### src/rtl/q_frag_pkg.sv
// Purpose: shared types and constants for the q_frag register cluster.
// Latency: n/a (types only).
// Backpressure: n/a.
package q_frag_pkg;

    // Configuration FSM states.
    typedef enum logic [1:0] {
        IDLE  = 2'd0,
        LOAD  = 2'd1,
        APPLY = 2'd2,
        RUN   = 2'd3
    } state_t;

    // Each slice owns one INIT bit and one ZINV bit in the config chain.
    localparam int CFG_BITS_PER_CELL = 2;

endpackage

### src/rtl/q_frag_slice.sv
// Purpose: one register bit behind an F-mux fragment: d-mux, set/enable priority, init load, output inversion.
// Latency: d to qz is one clock edge while run is high.
// Backpressure: none; the slice captures whenever run and qen/qst allow.
//
// Ports:
//   clk, rst          clock and asynchronous active-high reset
//   run               high while the cluster is in RUN; gates qst/qen
//   load_init         one-cycle strobe that loads init_bit into the flop
//   init_bit          configured power-up value
//   qds, fz, qdi      data select and the two data candidates
//   qen, qst          slice enable and shared synchronous set
//   zinv              configured output inversion
//   qz                registered output after inversion
module q_frag_slice (
    input  logic clk,
    input  logic rst,
    input  logic run,
    input  logic load_init,
    input  logic init_bit,
    input  logic qds,
    input  logic fz,
    input  logic qdi,
    input  logic qen,
    input  logic qst,
    input  logic zinv,
    output logic qz
);

    logic q;
    logic d;

    assign d = qds ? qdi : fz;

    // Set beats enable; outside RUN the flop only changes on the init load.
    always_ff @(posedge clk or posedge rst) begin
        if (rst) begin
            q <= 1'b0;
        end else if (load_init) begin
            q <= init_bit;
        end else if (run) begin
            if (qst) begin
                q <= 1'b1;
            end else if (qen) begin
                q <= d;
            end
        end
    end

    assign qz = q ^ zinv;

endmodule

### src/rtl/q_frag_cluster.sv
// Purpose: NUM_CELLS register slices with INIT/ZINV loaded over a daisy-chainable serial config chain.
// Latency: FZ/QDI to QZ one QCK edge in RUN; last config bit to CFG_DONE two edges.
// Backpressure: none; CFG_EN low simply pauses the load, shifts are accepted on any enabled cycle except APPLY.
//
// Ports:
//   QCK, QRT          clock and asynchronous active-high reset
//   CFG_EN, CFG_DI    config shift enable and serial data in
//   CFG_DO            serial data out (oldest bit of the chain) for daisy-chaining
//   CFG_DONE          high while the cluster is in RUN
//   FZ, QDI, QDS      per-slice data candidates and shared select (0 = FZ, 1 = QDI)
//   QEN, QST          per-slice enable and shared synchronous set
//   QZ                registered outputs after inversion
module q_frag_cluster
    import q_frag_pkg::*;
#(
    parameter int NUM_CELLS = 4
) (
    input  logic                 QCK,
    input  logic                 QRT,
    input  logic                 CFG_EN,
    input  logic                 CFG_DI,
    output logic                 CFG_DO,
    output logic                 CFG_DONE,
    input  logic [NUM_CELLS-1:0] FZ,
    input  logic [NUM_CELLS-1:0] QDI,
    input  logic                 QDS,
    input  logic [NUM_CELLS-1:0] QEN,
    input  logic                 QST,
    output logic [NUM_CELLS-1:0] QZ
);

    localparam int CFG_BITS = CFG_BITS_PER_CELL * NUM_CELLS;
    localparam int CNT_W    = $clog2(CFG_BITS + 1);

    state_t                state, state_nxt;
    logic [CNT_W-1:0]      cnt, cnt_nxt;
    logic [CFG_BITS-1:0]   sr, sr_nxt;
    logic [NUM_CELLS-1:0]  init_r, init_nxt;
    logic [NUM_CELLS-1:0]  zinv_r, zinv_nxt;
    logic                  shift;
    logic                  apply;
    logic                  run;

    always_ff @(posedge QCK or posedge QRT) begin
        if (QRT) begin
            state  <= IDLE;
            cnt    <= '0;
            sr     <= '0;
            init_r <= '0;
            zinv_r <= '0;
        end else begin
            state  <= state_nxt;
            cnt    <= cnt_nxt;
            sr     <= sr_nxt;
            init_r <= init_nxt;
            zinv_r <= zinv_nxt;
        end
    end

    always_comb begin
        state_nxt = state;
        cnt_nxt   = cnt;
        sr_nxt    = sr;
        init_nxt  = init_r;
        zinv_nxt  = zinv_r;
        shift     = 1'b0;
        apply     = 1'b0;

        case (state)
            IDLE: begin
                if (CFG_EN) begin
                    shift     = 1'b1;
                    cnt_nxt   = CNT_W'(1);
                    state_nxt = LOAD;
                end
            end
            LOAD: begin
                if (CFG_EN) begin
                    shift   = 1'b1;
                    cnt_nxt = cnt + CNT_W'(1);
                    // This shift completes the chain, so leave LOAD on the same edge.
                    if (cnt == CNT_W'(CFG_BITS - 1)) begin
                        state_nxt = APPLY;
                    end
                end
            end
            APPLY: begin
                // CFG_EN is deliberately not looked at here.
                apply     = 1'b1;
                init_nxt  = sr[NUM_CELLS-1:0];
                zinv_nxt  = sr[CFG_BITS-1:NUM_CELLS];
                state_nxt = RUN;
            end
            RUN: begin
                if (CFG_EN) begin
                    shift     = 1'b1;
                    cnt_nxt   = CNT_W'(1);
                    state_nxt = LOAD;
                end
            end
            default: begin
                state_nxt = IDLE;
            end
        endcase

        // First bit in travels down to sr[0] once the chain is full.
        if (shift) begin
            sr_nxt = {CFG_DI, sr[CFG_BITS-1:1]};
        end
    end

    assign run      = (state == RUN);
    assign CFG_DONE = run;
    assign CFG_DO   = sr[0];

    // init_nxt carries the freshly captured INIT on the APPLY cycle, so the
    // slices load the same value that init_r registers.
    for (genvar i = 0; i < NUM_CELLS; i++) begin : g_slice
        q_frag_slice u_slice (
            .clk       (QCK),
            .rst       (QRT),
            .run       (run),
            .load_init (apply),
            .init_bit  (init_nxt[i]),
            .qds       (QDS),
            .fz        (FZ[i]),
            .qdi       (QDI[i]),
            .qen       (QEN[i]),
            .qst       (QST),
            .zinv      (zinv_r[i]),
            .qz        (QZ[i])
        );
    end

endmodule

### config.mk
export PLATFORM = sky130hd
export DESIGN_NAME = q_frag_cluster
export DESIGN_NICKNAME = d
export VERILOG_FILES = /design/src/rtl/q_frag_pkg.sv /design/src/rtl/q_frag_slice.sv /design/src/rtl/q_frag_cluster.sv
export SDC_FILE = /design/constraint.sdc
export NUM_CORES = 1
export LEC_CHECK = 0
export ABC_CLOCK_PERIOD_IN_PS = 1800
export BUFFER_PORTS_ARGS = -buffer_cell sky130_fd_sc_hd__buf_2
export CAP_MARGIN = 20
export CORE_ASPECT_RATIO = 1.25
export CORE_MARGIN = 2
export CORE_UTILIZATION = 40
export DETAILED_ROUTE_END_ITERATION = 7
export PLACE_DENSITY = 0.71
export REMOVE_ABC_BUFFERS = 1
export SLEW_MARGIN = 20
export SYNTH_ARGS = -nofsm -noshare
export SYNTH_HDL_FRONTEND = slang
export SYNTH_HIERARCHICAL = 1
export SYNTH_SLANG_ARGS = --single-unit
export TNS_END_PERCENT = 100
### constraint.sdc
create_clock -name QCK -period 1.8 [get_ports QCK]
set_clock_uncertainty 0.05 [all_clocks]
set_input_delay 0.27 -clock QCK [delete_from_list [all_inputs] [get_ports QCK]]
set_output_delay 0.27 -clock QCK [all_outputs]
set_load 0.02 [all_outputs]
; Word level (Yosys, flattened, before mapping)
; Cells that the tools add are included.
[totals]
latch_bits = 0
ramBits = 0
mem_count = 0
input_bits = 18
elab_cells = 67
ff_bits = 26
rom_bits = 0
[op_classes]
eq_ne = 7
n_bitwise = 4
order_cmp = 0
n_reduce_logical = 15
n_div = 0
shift = 0
multipliers = 0
n_mux = 31
addsub = 1
[ops]
columns = operator, count
row1 = 1-bit 2-to-1 mux, 23
row2 = 4-bit 2-to-1 mux, 3
row3 = 3-bit nonzero test, 4
row4 = 4-bit case mux with 2 select lines, 1
row5 = 2-bit AND reduction, 4
row6 = 2-bit 2-to-1 mux, 3
row7 = 2-bit case mux with 3 select lines, 1
row8 = 3-bit AND reduction, 2
row9 = "4-bit by 1-bit adder with 4-bit output, second input constant", 1
row10 = "2-bit equality test, second input constant", 2
row11 = "4-bit by 3-bit equality test with 1-bit output, second input constant", 1
row12 = "2-bit inequality test, second input constant", 2
row13 = 2-bit nonzero test, 2
row14 = 1-bit bitwise XOR, 4
row15 = 3-bit OR reduction, 1
row16 = "2-bit by 1-bit equality test with 1-bit output, second input constant", 1
row17 = 2-bit zero test, 1
row18 = "2-bit by 1-bit inequality test with 1-bit output, second input constant", 1
row19 = 2-bit OR reduction, 1

; Longest topological paths before layout
[depth]
depth_word = 5
depth_mapped = 6
depth_no_buf = 5

; Modules after synthesis
; Netlist, hierarchy kept.
[modules_own_cells]
columns = mod, cells_per_inst, area_each_um2, instances
row1 = q_frag_cluster, 72, 963.4, 1
row2 = q_frag_slice, 9, 77.6, 4

; Worst setup path before layout
; No wires, ideal clock.
[synth_path]
path_kind = reg2reg
startpoint = register state[0]
endpoint = register g_slice[1].u_slice.q
path_stages_with_launch = 7
period_less_slack_ps = 1627
arrival_time_ps = 1449
slack_ps = 173
t_required_ps = 1621
cell_sequence = dfrtp_1 -> inv_1 -> ha_1 -> buf_2 -> mux2_2 -> nor2b_1 -> a21oi_1
[synth_via]
elab_chain_cells = 4
[synth_rtl]
columns = item, line_no
row1 = "start, declared", q_frag_cluster.sv:35  ; state_t state, state_nxt;
row2 = "start signal, assigned", q_frag_cluster.sv:52  ; state <= state_nxt;
row3 = 2-bit equality test *, q_frag_cluster.sv:69  ; case (state)
row4 = 1-bit 2-to-1 mux *, q_frag_cluster.sv:69
row5 = named net apply, q_frag_cluster.sv:41  ; logic apply;
row6 = 3-bit nonzero test (no source line) / 2-bit nonzero test (equally long branches), --
row7 = 2-bit AND reduction (no source line), --
row8 = "end signal, assigned", q_frag_slice.sv:39  ; q <= init_bit;
row9 = "end, declared", q_frag_slice.sv:29  ; logic q;
; The timed path passes the listed nets; every way through them passes the cells marked *.
; A chain may end at the register's enable or synchronous reset.

; Final worst setup path
[layout_path]
startpoint = register state[0]
endpoint = register g_slice[3].u_slice.q
[layout_via]
elab_chain_cells = 4
[layout_rtl]
columns = item, line_no
row1 = 2-bit equality test *, q_frag_cluster.sv:69
row2 = 1-bit 2-to-1 mux *, q_frag_cluster.sv:69
row3 = named net apply, q_frag_cluster.sv:41
row4 = 3-bit nonzero test (no source line) / 2-bit nonzero test (equally long branches), --
row5 = 2-bit AND reduction (no source line), --
row6 = "end signal, assigned", q_frag_slice.sv:39
row7 = "end, declared", q_frag_slice.sv:29
; Marks and branches as above.

==> impl_metrics.json <==
{
  "core_area_um2": 3000,
  "drv_cap": 0,
  "htreeDepth": 1,
  "rows": 22,
  "finalCritPeriodShare_pct": 93.1,
  "cp_max_fo": 9,
  "drt_iter0_drc": 25,
  "syn_avg_cell_area_um2": 11.8,
  "die_h_um": 67.1,
  "final-setup-viol-count": 0,
  "grt_overflow": 0,
  "nets": 160,
  "area_growth_pct": 16.3,
  "yosys_warnings": 6,
  "yosys-top-cells-count": "dfrtp_1 (26), mux2_2 (16), a21oi_1 (8), inv_1 (8), nand3_1 (5)",
  "grt_pass1_vias": 965,
  "antenna_found_initial": 0,
  "hpwl_um": 1880,
  "start_kind": "register",
  "cts_tree": "built",
  "critical_path.endpoint_type": "register",
  "viasPerCell": 5.46,
  "cts.sinks": 26,
  "worst_slew_pin_slew_ps": 409,
  "syn_area_um2": 1270,
  "regArea_um2": 651,
  "rsz0062_at_grt": "no",
  "status": "finished, final reports clean",
  "yosysUniqueCellTypes": 27,
  "yosysSeqAreaShare_pct": 51.1,
  "relSlewSlack_pct": 72.7,
  "setup_tns_ps": 0,
  "yosysMostFrequentCell": "dfrtp_1",
  "fill_cells": 290,
  "initial_core_util_pct": 42.5,
  "wl_per_cell_um": 13.9,
  "grt_pass1_wl_um": 4090,
  "crit_type": "register to register",
  "cp.arrival_ps": 1840,
  "timing.rr.start": "state[0]$_DFFE_PP0P_",
  "track_usage_pct": 15.6,
  "postSynth.asyncResetShare_pct": 100,
  "synth.top_cell.area_share_pct": 51.1,
  "vias": 939,
  "dieArea_um2": 3650,
  "clock.fmax_ghz": 0.597,
  "drv_slew": 0,
  "postSynthCellCount": 108,
  "hold_violations": 0,
  "grt_max_degree": 23,
  "io_pins": 24,
  "crit_start": "state[0]$_DFFE_PP0P_",
  "p_leak_nw": 0.701,
  "die_x_um": 54.5,
  "clkLatencyLatePin_ps": 320,
  "synth-edff-count": 0,
  "drc_errors": 0,
  "critical_path_required_ps": 1960,
  "clk_pin_slew_worst_paths_ps": 130,
  "place.gp.congestion": 0.779,
  "ys_seq_elements": 26,
  "finalCriticalPeriod_ps": 1680,
  "fin_total_pwr_w": 0.00205,
  "synthFlopType": "dfrtp_1",
  "numCtsBuffers": 3,
  "cts_root_buf": "clkbuf_4",
  "clockBufferDepth": 2,
  "post_cts_buffers": 0,
  "yosys-top-cells-area": "dfrtp_1 (51%), mux2_2 (14%), ha_1 (3.9%), mux2_1 (3.5%), a21oi_1 (3.1%)",
  "layout-drive-gt1-share_pct": 36.0,
  "num_antenna_cells": 0,
  "synth_area_leader_cell": "dfrtp_1",
  "peakVddDrop_mv": 0.632,
  "multi_input_area_um2": 582,
  "routed_wl_um": 2390,
  "ant_nets": 0,
  "first_pass_iters": 4,
  "io_buffers": 23,
  "hold_class": "input port to register",
  "power_density_nw_per_um2": 1380,
  "worstHoldStart": "CFG_DI"
}
-- final cells by class --
cell class / count / share of cell area (%)
Clock buffer: 3 / 1.52
Timing Repair Buffer: 27 / 9.97
Tap cell: 36 / 3.04
Sequential cell: 26 / 43.9
Inverter: 9 / 2.28
Multi-Input combinational cell: 71 / 39.3
-- per-stage QoR --
step | hold WS (ps) | instance area [um2] | instances | worst slack [ps] | utilization, %
floorplan | -51.3 | 1260 | 106 | 157 | -
finish | 131 | 1480 | 172 | 124 | 49.4
CTS | 123 | 1480 | 172 | 48.5 | 49.3
detailed placement | 110 | 1450 | 168 | 139 | 48.2
global placement | 103 | 1450 | 168 | 221 | 48.2
global route | 105 | 1480 | 172 | 27.3 | 49.4
-- placed cells by master, fill, tap and decap left out, types with 2 or more instances in the layout --
cell type	synthesis	routed
a21oi_1	8	8
a221oi_1	4	4
buf_2	2	23
buf_4	0	3
clkbuf_4	0	3
dfrtp_1	26	26
ha_1	4	3
inv_1	8	8
mux2_1	4	4
mux2_2	16	16
nand2_1	4	4
nand3_1	5	5
nand4b_1	2	2
nor2b_1	4	4
o21ai_0	4	4
xor2_1	4	4
-- cell families after synthesis --
family / synth area share, %
flip-flops: 51.1
multiplexers: 17.7
XOR/XNOR: 2.75
adder cells (fa/ha/maj): 3.93
AO/OA/AOI/OAI: 11.6
AND/OR/NAND/NOR: 9.53
buffers and inverters: 3.44
-- path summary, 6_finish.rpt --
check	endpoint	slack, ps	depth (start not counted)
max	g_slice[3].u_slice/q$_DFFE_PP0P_	120	5
min	sr[7]$_DFFE_PP0P_	130	2
max reg2reg	g_slice[3].u_slice/q$_DFFE_PP0P_	120	5
min reg2reg	init_r[2]$_DFF_PP0_	470	1
max in group asynchronous	zinv_r[1]$_DFFE_PP0P_	950	4
min in group asynchronous	g_slice[1].u_slice/q$_DFFE_PP0P_	320	3
-- worst max-delay path, stage by stage (launching register included) --
cell and delay (ps):
dfrtp_1 440, inv_1 90, ha_1 410, mux2_2 400
nor2b_1 130, a21oi_1 50
-- flip-flops by register name, indices dropped and copies added (netlist names) --
name,count
init_r,4
cnt,4
sr,8
state,2
zinv_r,4
g_slice.u_slice/q,4
-- power breakdown --
group          switching [W]  leakage (nW)  internal [W]  total (W)
clock               0.000161        0.0138     0.0000785   0.000239
combinational       0.000453         0.371      0.000394   0.000847
sequential          0.000165         0.316      0.000794   0.000959
total               0.000778         0.701       0.00127    0.00205
-- metal layers --
| layer | track usage, % | vias up | wire length, um |
|---|---|---|---|
| met5 | 0 | - | 0 |
| met4 | 6.56 | 0 | 44 |
| met3 | 2.24 | 5 | 134 |
| met2 | 28.9 | 26 | 1250 |
| met1 | 16.9 | 461 | 962 |
| li1 | - | 447 | - |
-- repair_timing --
| action | 4_1_cts | 5_1_grt |
|---|---|---|
| hold endpoints to repair | 26 | 0 |
| hold buffers | 1 | 0 |
| setup endpoints to repair | 0 | 1 |
| resized for setup | 0 | 1 |
(Power assumes the default switching activity.)
